==> config.mk <==
export PLATFORM = sky130hd
export DESIGN_NAME = qsys_system_reduzido_nios2_qsys_0_oci_dct_packer
export DESIGN_NICKNAME = d
export VERILOG_FILES = /design/src/rtl/qsys_system_reduzido_nios2_qsys_0_oci_dct_packer.sv
export SDC_FILE = /design/constraint.sdc
export NUM_CORES = 1
export LEC_CHECK = 0
export CAP_MARGIN = 20
export CORE_MARGIN = 2
export CORE_UTILIZATION = 50
export CTS_BUF_LIST = sky130_fd_sc_hd__clkbuf_2
export CTS_CLUSTER_DIAMETER = 80
export DETAILED_ROUTE_END_ITERATION = 12
export MAX_ROUTING_LAYER = met4
export PLACE_DENSITY = 0.8
export SLEW_MARGIN = 20
export SYNTH_ARGS = -nofsm -noshare
export SYNTH_HDL_FRONTEND = slang
export SYNTH_SLANG_ARGS = --single-unit
==> constraint.sdc <==
create_clock -name clk -period 2 [get_ports clk]
set_clock_uncertainty 0.2 [all_clocks]
set_input_delay 0.3 -clock clk [delete_from_list [all_inputs] [get_ports clk]]
set_output_delay 0.3 -clock clk [all_outputs]
set_load 0.005 [all_outputs]
==> src/rtl/qsys_system_reduzido_nios2_qsys_0_oci_dct_packer.sv <==
// Packs 2-bit DCT trace atoms into 15-slot frames and hands them to the trace FIFO.
// Also drives the live accumulator view and the end-of-trace acknowledge.
module qsys_system_reduzido_nios2_qsys_0_oci_dct_packer #(
   parameter int ATOM_W = 2,
   parameter int SLOTS  = 15,
   parameter int CNT_W  = 4
) (
   input  logic                      clk,
   input  logic                      reset_n,
   input  logic                      atom_valid,
   input  logic [ATOM_W-1:0]         atom,
   input  logic                      flush,
   input  logic                      test_ending,
   input  logic                      frame_ready,
   output logic                      frame_valid,
   output logic [ATOM_W*SLOTS-1:0]   frame_buffer,
   output logic [CNT_W-1:0]          frame_count,
   output logic [ATOM_W*SLOTS-1:0]   dct_buffer,
   output logic [CNT_W-1:0]          dct_count,
   output logic                      overflow,
   output logic [7:0]                drop_count,
   output logic                      test_has_ended
);

   logic                      flush_pending;
   logic                      end_latched;
   logic                      test_ending_reg;

   logic                      full;
   logic                      free;
   logic                      xfer;
   logic                      take;
   logic                      accept;
   logic                      drop;
   logic                      te_rise;
   logic [CNT_W-1:0]          wr_idx;
   logic [CNT_W-1:0]          accept_cnt;
   logic [CNT_W-1:0]          count_next;
   logic [ATOM_W*SLOTS-1:0]   base_buffer;
   logic [ATOM_W*SLOTS-1:0]   buffer_next;

   assign full       = (dct_count == CNT_W'(SLOTS));
   assign free       = !frame_valid || frame_ready;
   assign xfer       = free && (full || (flush_pending && dct_count != '0));
   assign take       = atom_valid && !end_latched;
   assign accept     = take && (!full || xfer);
   assign drop       = take && full && !xfer;
   assign te_rise    = test_ending && !test_ending_reg;
   assign accept_cnt = {{(CNT_W-1){1'b0}}, accept};

   // A transferring frame leaves an empty accumulator, so a same-cycle atom lands in slot 0.
   assign base_buffer = xfer ? '0 : dct_buffer;
   assign wr_idx      = xfer ? '0 : dct_count;
   assign count_next  = xfer ? accept_cnt : dct_count + accept_cnt;

   genvar gi;
   generate
      for (gi = 0; gi < SLOTS; gi++) begin : g_slot
         assign buffer_next[gi*ATOM_W +: ATOM_W] =
            (accept && wr_idx == CNT_W'(gi)) ? atom : base_buffer[gi*ATOM_W +: ATOM_W];
      end
   endgenerate

   always_ff @(posedge clk or negedge reset_n) begin
      if (!reset_n) begin
         frame_valid     <= 1'b0;
         frame_buffer    <= '0;
         frame_count     <= '0;
         dct_buffer      <= '0;
         dct_count       <= '0;
         overflow        <= 1'b0;
         drop_count      <= '0;
         test_has_ended  <= 1'b0;
         flush_pending   <= 1'b0;
         end_latched     <= 1'b0;
         test_ending_reg <= 1'b0;
      end else begin
         test_ending_reg <= test_ending;
         if (te_rise)
            end_latched <= 1'b1;

         // An empty accumulator simply retires a pending flush without emitting a frame.
         flush_pending <= flush || te_rise || (flush_pending && !xfer && dct_count != '0);

         if (xfer) begin
            frame_buffer <= dct_buffer;
            frame_count  <= dct_count;
            frame_valid  <= 1'b1;
         end else if (frame_ready) begin
            frame_valid  <= 1'b0;
         end

         dct_buffer <= buffer_next;
         dct_count  <= count_next;

         if (drop) begin
            overflow <= 1'b1;
            if (drop_count != 8'hFF)
               drop_count <= drop_count + 8'd1;
         end

         if (end_latched && dct_count == '0 && !flush_pending && !frame_valid)
            test_has_ended <= 1'b1;
      end
   end

endmodule

==> impl_metrics.tcl <==
set metrics [dict create \
    grt_antenna_before_repair 0 \
    cts-buffers-inserted 9 \
    yosys_warnings 0 \
    ys_seq_area_frac 0.5677 \
    worst_slew_pin_slew_ns 0.6121 \
    post-dp-hpwl_um 6105 \
    slew_headroom 0.5906 \
    grt.overflow.total 0 \
    rows 30 \
    rsz0062_at_grt "true" \
    worst_slack_ns -0.009142 \
    failed_checks "negative setup slack" \
    die_x_um 89.03 \
    synth_area_leaders "dfrtp_1, nand2_1, mux2i_1, nor2_1, nand3_1" \
    totalWireLength_um 9884 \
    synth_xor_area_frac 0.02423 \
    drc 0 \
    hp-class "in -> async" \
    start_util 0.5234 \
    fmax_ghz 0.4977 \
    post-route-min-period_ns 2.009 \
    synthSimpleGateAreaFrac 0.2368 \
    io_pins 87 \
    required_ns 1.50 \
    first_global_vias 3005 \
    cts_sinks 82 \
    vias_per_cell 5.223 \
    crit_family "buffers and inverters" \
    synth_compound_area_frac 0.07304 \
    synthAdderAreaFrac 0.01038 \
    setup_viol 1 \
    ys_types 46 \
    fp.coreArea_mm2 0.006907 \
    synth_area_per_cell_um2 10.13 \
    die-area_mm2 0.007925 \
    r2r_slack_ns 0.04 \
    cts.clk_slew.worst_paths_ns 0.23 \
    ctsHtreeMaxLevel 3 \
    cts_tree "yes" \
    drive_gt1_frac 0.2205 \
    syn_area_mm2 0.003615 \
    grt_max_degree 43 \
    place_area_mm2 0.004720 \
    min_period_over_period 1.005 \
    cp_cell_sequence "clkdlybuf4s50_1" \
    hold_viol_final 0 \
    wl_per_cell_um 16.12 \
    yosysTopAreaCellShare 0.5677 \
    outcome "finished with violations" \
    synth_top_family_by_area "simple AND/OR/NAND/NOR gates" \
    power_uw 3415 \
    worst_setup_path_end_kind "output pin" \
    synth_edf_count 0 \
    fin_area_mm2 0.005359 \
    cts_root_buffer "clkbuf_2" \
    fp.dieH_um 89.03 \
    firstDrtPassIters 4 \
    worst-path-buf-inv 1 \
    first_iter_violations 189 \
    antenna_left 0 \
    cts_buffer_depth 2 \
    synth_mux_area_frac 0.04500 \
    postSynthCellCount 357 \
    crit_type "reg -> out" \
    vias 3202 \
    r2r_cells 7 \
    r2r_end "frame_buffer[22]$_DFFE_PN0P_" \
    cp_data_arrival_time_ns 1.51 \
    slowest_stage "clkdlybuf4s50_1" \
    io_buffers 86 \
    top_regs "dct_buffer x30, frame_buffer x30, drop_count x8" \
    gp_congestion 0.8683 \
    critPathMaxFanout 2 \
    n_antenna_cell 0 \
    ir_drop_mv 0.4004 \
    start_kind "flop" \
    synth_top_area_cell "dfrtp_1" \
    syn_nets 368 \
    layout.nets 523 \
    powerDensity_mw_per_mm2 637.2 \
    grt_pass1_wl_um 14450 \
    insertion_delay_ns 0.54 \
    r2r-start "dct_count[0]$_DFF_PN0_" \
    track_usage 0.2486 \
    area_growth_pct 48.25 \
    synth_seq_cells 82 \
    synth_ff_type "dfrtp_1" \
    finalMaxSlewViolations 0 \
    power_leakage_uw 0.003679 \
    fin_util 0.7759 \
    cap_violations 0 \
    max_stage_delay_ns 0.54 \
    async_flop_share 1.000 \
]
worst max path at each step:
stage	start	end	slack, ns	cells after the start
finish	frame_buffer[6]$_DFFE_PN0P_	frame_buffer[6]	-0.009	1
global route	frame_buffer[6]$_DFFE_PN0P_	frame_buffer[6]	-0.07	1
detailed placement	frame_ready	dct_count[1]$_DFF_PN0_	-0.12	7
global placement	frame_ready	dct_count[1]$_DFF_PN0_	-0.09	7
floorplan	dct_count[2]$_DFF_PN0_	dct_count[1]$_DFF_PN0_	0.19	7
CTS	dct_buffer[0]$_DFFE_PN0P_	dct_buffer[0]	0.004	1
cells in the mapped netlist, types with 3 or more instances:
cell        n
a21oi_1     8
a32oi_1     6
buf_2       7
buf_4       7
buf_6       4
clkbuf_1    3
dfrtp_1    82
ha_1        3
inv_1       3
mux2i_1    14
nand2_1   126
nand3_1    14
nor2_1     25
nor2b_1     5
xnor2_1     4
xor2_1      6
routing by layer:
layer  global-route usage  part of all wire  vias to the layer above
li1                     -                 -                     1503
met2               0.3894              0.51                       97
met4              0.08005             0.017                        0
met1               0.3264              0.42                     1584
met3              0.05355             0.054                       18
met5                    -                 0                        -
metrics by stage:
stage          std cells  setup WS [ns]   TNS (ns)  hold WS [ns]
6_report             613      -0.009142  -0.009142       0.01908
5_1_grt              613       -0.06544    -0.1786       0.03131
4_1_cts              591       0.003890          0       0.02937
3_5_place_dp         548        -0.1203    -0.7308       0.09805
3_3_place_gp         548       -0.08764    -0.2473       0.09202
2_1_floorplan        357         0.1855          0       -0.1956
cell type report:
type	instances	area, um^2
Inverter	3	11.26
Multi-Input combinational cell	251	1421
Tap cell	96	120.1
Clock inverter	7	45.04
Clock buffer	9	45.04
Timing Repair Buffer	165	1659
Fill cell	492	1548
Sequential cell	82	2057
cells by family (layout without fill, tap and decap cells):
family | after synthesis | count (layout)
xor gates and xnor gates | 10 | 10
AOI/OAI and AO/OA | 31 | 31
and+or+nand+nor | 191 | 191
DFF | 82 | 82
buffers and inverters | 24 | 184
adders and majority gates | 3 | 3
muxes | 16 | 16
layout by cell type (no fill, tap or decap), drive strengths merged, types with 3 or more instances in the layout:
master | Yosys | final
nand3 | 14 | 14
inv | 3 | 4
dlymetal6s2s | 0 | 60
nand2 | 127 | 127
nor2 | 25 | 25
dfrtp | 82 | 82
mux2i | 14 | 14
clkinv | 0 | 4
buf | 18 | 77
xnor2 | 4 | 4
ha | 3 | 3
clkbuf | 3 | 10
a21oi | 9 | 9
xor2 | 6 | 6
nor2b | 5 | 5
a32oi | 6 | 6
clkdlybuf4s50 | 0 | 23
power by group:
part	internal (uW)	switching, uW
combinational	412	445
clock	159	598
sequential	1750	54.7
total	2320	1100
timing repair:
| action | in CTS | in global routing |
|---|---|---|
| hold buffers | 2 | 0 |
| resized for setup | 6 | 61 |
| setup endpoints to repair | 25 | 74 |
| cloned | 0 | 1 |
| endpoints found under the hold margin | 83 | 0 |
| pin swaps | 0 | 1 |
| buffers inserted | 26 | 21 |
Power figures use the tool's default switching activity.
